<file path="config.mk">
export PLATFORM = sky130hd
export DESIGN_NAME = prog_loader
export DESIGN_NICKNAME = d
export VERILOG_FILES = /design/src/rtl/prog_loader.sv
export SDC_FILE = /design/constraint.sdc
export NUM_CORES = 1
export LEC_CHECK = 0
export BUFFER_PORTS_ARGS = -buffer_cell sky130_fd_sc_hd__buf_4
export CORE_ASPECT_RATIO = 1.75
export CORE_UTILIZATION = 49
export DETAILED_ROUTE_END_ITERATION = 8
export GPL_TIMING_DRIVEN = 0
export PLACE_DENSITY = 0.72
export SYNTH_ARGS = -nofsm -noshare
export SYNTH_HDL_FRONTEND = slang
export SYNTH_SLANG_ARGS = --single-unit
</file>
<file path="constraint.sdc">
create_clock -name clk -period 5.45 [get_ports clk]
set_input_delay 1.09 -clock clk [delete_from_list [all_inputs] [get_ports clk]]
set_output_delay 1.09 -clock clk [all_outputs]
set_load 0.03 [all_outputs]
</file>
<file path="src/rtl/prog_loader.sv">
// ---------------------------------------------------------------------------
// prog_loader
//
// Boot-time program loader placed in front of the instruction memory. It
// takes a byte stream from the host link and assembles little-endian 32-bit
// words. Each finished word is written to instruction memory with a one-cycle
// load_en strobe. The core is held in reset (cpu_rst=1) until the image is
// complete. The image is complete when WORDS words have been written, or
// earlier if the memory raises load_done.
//
// Ports
//   clk         in   system clock, rising edge
//   rst         in   asynchronous active-high reset
//   start       in   begin a load (honoured in IDLE and DONE only)
//   byte_valid  in   host byte present
//   byte_data   in   host byte
//   byte_ready  out  loader consumes byte_data this cycle if byte_valid=1
//   load_done   in   instruction memory reports the image is complete
//   load_en     out  one-cycle write strobe to instruction memory
//   load_inst   out  assembled word, valid while load_en=1, held afterwards
//   cpu_rst     out  core reset hold, low only in DONE
//   busy        out  high in COLLECT and WRITE
//   done        out  high in DONE
//   error       out  sticky inter-byte timeout flag, cleared by start
//   word_count  out  words written in the current load (saturating)
//
// Every output is a flop. Each one is loaded from the next-state value, so
// no input reaches an output in the same cycle.
// ---------------------------------------------------------------------------
module prog_loader #(
    parameter  int WORDS   = 256,
    parameter  int TIMEOUT = 1024,
    localparam int CW      = $clog2(WORDS + 1),
    localparam int TW      = $clog2(TIMEOUT + 1)
) (
    input  logic          clk,
    input  logic          rst,
    input  logic          start,
    input  logic          byte_valid,
    input  logic [7:0]    byte_data,
    output logic          byte_ready,
    input  logic          load_done,
    output logic          load_en,
    output logic [31:0]   load_inst,
    output logic          cpu_rst,
    output logic          busy,
    output logic          done,
    output logic          error,
    output logic [CW-1:0] word_count
);

    typedef enum logic [1:0] {
        IDLE,
        COLLECT,
        WRITE,
        DONE
    } state_t;

    state_t          state_q, state_d;
    logic [1:0]      idx_q;      // next byte lane of the word being assembled
    logic [23:0]     asm_q;      // bytes 0..2; byte 3 goes straight to load_inst
    logic [TW-1:0]   to_cnt_q;   // idle cycles since the last accepted byte

    logic            accept;
    logic            start_clear;
    logic            timeout_hit;
    logic [CW-1:0]   count_inc;

    // NOTE: every signal written here gets a default value first. Without
    // that, a path through the case that skips an assignment would infer
    // a latch.
    always_comb begin
        state_d     = state_q;
        accept      = byte_ready && byte_valid;
        start_clear = start && (state_q == IDLE || state_q == DONE);
        // load_done takes priority over the timeout abort.
        timeout_hit = (state_q == COLLECT) && (idx_q != 2'd0) && !accept &&
                      !load_done && (to_cnt_q == TW'(TIMEOUT - 1));
        count_inc   = (word_count < CW'(WORDS)) ? word_count + CW'(1) : word_count;

        case (state_q)
            IDLE: begin
                if (start) state_d = COLLECT;
            end
            COLLECT: begin
                if (load_done)                        state_d = DONE;
                else if (timeout_hit)                 state_d = IDLE;
                else if (accept && idx_q == 2'd3)     state_d = WRITE;
            end
            WRITE: begin
                if (load_done || count_inc == CW'(WORDS)) state_d = DONE;
                else                                      state_d = COLLECT;
            end
            DONE: begin
                if (start) state_d = COLLECT;
            end
            default: state_d = IDLE;
        endcase
    end

    // NOTE: sequential state uses non-blocking assignments only. All flops
    // then sample the values from before the edge, whatever the order of
    // the statements.
    always_ff @(posedge clk or posedge rst) begin
        if (rst) begin
            state_q    <= IDLE;
            idx_q      <= 2'd0;
            asm_q      <= '0;
            to_cnt_q   <= '0;
            byte_ready <= 1'b0;
            load_en    <= 1'b0;
            load_inst  <= '0;
            cpu_rst    <= 1'b1;
            busy       <= 1'b0;
            done       <= 1'b0;
            error      <= 1'b0;
            word_count <= '0;
        end else begin
            state_q    <= state_d;

            // Outputs decoded from the next state, so they line up with state_q.
            byte_ready <= (state_d == COLLECT);
            load_en    <= (state_d == WRITE);
            busy       <= (state_d == COLLECT) || (state_d == WRITE);
            done       <= (state_d == DONE);
            cpu_rst    <= (state_d != DONE);

            case (state_q)
                IDLE, DONE: begin
                    if (start_clear) begin
                        word_count <= '0;
                        idx_q      <= 2'd0;
                        to_cnt_q   <= '0;
                        error      <= 1'b0;
                    end
                end
                COLLECT: begin
                    if (load_done || timeout_hit) begin
                        // Discard any partial word.
                        idx_q    <= 2'd0;
                        to_cnt_q <= '0;
                        if (timeout_hit) error <= 1'b1;
                    end else if (accept) begin
                        to_cnt_q <= '0;
                        idx_q    <= idx_q + 2'd1;
                        case (idx_q)
                            2'd0:    asm_q[7:0]   <= byte_data;
                            2'd1:    asm_q[15:8]  <= byte_data;
                            2'd2:    asm_q[23:16] <= byte_data;
                            default: load_inst    <= {byte_data, asm_q};
                        endcase
                    end else if (idx_q != 2'd0) begin
                        to_cnt_q <= to_cnt_q + TW'(1);
                    end
                end
                WRITE: begin
                    word_count <= count_inc;
                end
                default: ;
            endcase
        end
    end

endmodule

</file>
==> impl_metrics.yaml <==
clocking:
  cts_resized: 0
  htreeDepth: 3
  cts_setup_buffers: 0
  cts_tree: "done"
  cts_buffers: 9
  root_buffer: "clkbuf_16"
  clkSinkCount: 86
  worstSkewPairLatency_ns: 0.34
  clk_path_buf_depth: 2
  cts.clk_slew.worst_paths_ns: 0.06
  cts-hold-fix-buffers: 0
synth:
  yosys_most_used_dff: "dfrtp_1"
  ys_warn_count: 0
  synth-seq-cells: 86
  synth_area_leader_cell: "dfrtp_1"
  async_reset_ff_share_pct: 100
  syn_inst: 308
  yosysMostFrequentCell: "dfrtp_1"
  seq_area_frac_synth_pct: 55.1
  synthDistinctLibCells: 49
  ys_top_cells_by_count: "dfrtp_1, mux2_2, nand2_1"
  synth_edf_count: 0
  synth_top_area_share_pct: 54.4
  avgSynthCellArea_um2: 12.7
  synth_area_leaders: "dfrtp_1, mux2_2, ha_1"
  syn_nets: 334
  netlist_area_um2: 3910
floorplanning:
  ios: 60
  initial_core_util_pct: 51.3
  die_area_um2: 8350
  design.core.area_um2: 7620
  die_y_um: 120
  dieWidth_um: 69.5
  core.rowCount: 42
min_path:
  hp-class: "reg2reg"
global_routing:
  grt_overflow_total: 0
  grt_use_met2_pct: 34.3
  met3_usage_pct: 3.19
  grt_max_degree: 63
  grtUsageTotal_pct: 19.8
  grt_pass1_vias: 2697
  busiest_layer: "met2"
  grt_pass1_wl_um: 12700
  use_met1_pct: 22.9
  antenna_found_initial: 0
detailed_routing:
  vias: 2595
  drt-initial-drc-count: 168
  drt-total-wl_um: 7560
  drt-vias-per-instance: 5.52
  drtPass1Iterations: 4
  drc: 0
  wl_per_cell_um: 16.1
  drtAntennaViolNets: 0
critical_path:
  crit_type: "reg2reg"
  required_ns: 5.67
  critPathCaptureType: "flop"
  cp_slowest_stage_delay_ns: 0.46
  worstPathArrival_ns: 2.62
  crit_top_cell: "ha_1"
  cp-start-kind: "flop"
  crit_slowest_cell: "ha_1"
  crit_chain: "inv_1 > ha_1 > nor2b_4 > buf_6 > a21boi_2 > nor4b_2 > a31oi_1 > nor2_1 > ha_1"
  reg2reg_slack_ns: 3.05
  crit_fanout: 10
timing:
  fin_crit_ns: 2.40
  finalHoldViolCount: 0
  period_share_pct: 44.1
  tightest_slew_ns: 0.618
  hold_ws_ns: 0.484
  final.setup.tns_ns: 0
  drv_slew: 0
  max_freq_mhz: 417
  fin_skew_ns: 0.00393
  layout_setup_ws_ns: 3.05
  setup_viol: 0
  rsz0062_at_grt: "false"
  relSlewSlack_pct: 58.4
cells_and_area:
  finish.utilization_pct: 63.6
  diodes: 0
  fin_cells: 470
  final_nets: 405
  fillCellCount: 610
  syn_to_final_growth_pct: 24.1
  drive_above_1_share_pct: 38.7
status:
  status: "finished clean"
run:
  max_cap_violations: 0
power:
  ir_worst_vdd_v: 0.000271
  power_leakage_nw: 2.47
  power.density_nw_per_um2: 412
placed_design:
  place_ws_ns: 2.75
  place_congestion: 0.822
  placedCellCount: 456
  hpwl_um: 5490
  numPortBuffers: 59
## routing by layer
layer / wire [um] / up-vias / part of all wire, %
li1: - / 1233 / -
met1: 3100 / 1280 / 41
met2: 3960 / 64 / 52
met3: 264 / 18 / 3.5
met4: 236 / 0 / 3.1
met5: 0 / - / 0
## per-stage QoR
step	cell area, um2	total power, mW
floorplan	3910	1.14
global placement	4460	1.26
detailed placement	4490	1.29
CTS	4850	2.02
global route	4850	2.11
finish	4850	2.00
## layout make-up
class                   count  area [um2]  area share (%)
multi-input cells         204        1660            34.3
well taps                  88         110            2.27
inverters                   8        32.5           0.671
clock buffers              10         239            4.93
clock inverters             4         120            2.48
repair buffers             60         470            9.70
flip-flops and latches     86        2150            44.4
plain buffers              10        60.1            1.24
## registers in the layout, indices dropped and copies added, names as in the netlist
register    cells
busy            1
load_inst      32
load_en         1
cpu_rst         1
to_cnt_q       11
byte_ready      1
idx_q           2
asm_q          24
word_count      9
error           1
state_q         2
done            1
## worst paths after layout
path / startpoint / to / cells after the start
worst max-delay path: state_q[0] / busy / 9
worst min-delay path: asm_q[7] / load_inst[7] / 1
worst max register to register: state_q[0] / busy / 9
worst min register to register: asm_q[7] / load_inst[7] / 1
max in group asynchronous: rst / to_cnt_q[6] / 3
min in group asynchronous: rst / load_inst[8] / 2
## layout by cell type, fill, tap and decap left out, drive strengths merged, types with 9 or more instances in the layout
master	count
mux2	57
o21ai	10
nand2	19
dfrtp	85
clkbuf	12
ha	13
xor2	10
a21oi	9
nor2	19
buf	68
## critical path: cells and delay by family (launching register included)
| kind | cells | cell delay [ns] |
|---|---|---|
| simple gates | 3 | 0.68 |
| fa+ha+maj | 2 | 0.72 |
| buf+inv | 2 | 0.24 |
| compound gates | 2 | 0.25 |
| flops | 1 | 0.40 |
## where the power goes
part	total, mW	internal, mW	switching, mW
Combinational	0.487	0.197	0.290
Clock	0.730	0.501	0.229
Sequential	0.779	0.726	0.0531
Total	2.00	1.42	0.572
## logic make-up after synthesis
family / after synthesis / share of synthesized area [%]
AOI/OAI and AO/OA: 39 / 6.50
muxes: 60 / 17.2
xor gates and xnor gates: 11 / 2.47
buffers and inverters: 18 / 2.31
adders and majority gates: 13 / 4.16
DFF: 86 / 55.1
and+or+nand+nor: 81 / 12.3
Note: power is estimated with default switching activity, not from simulation.
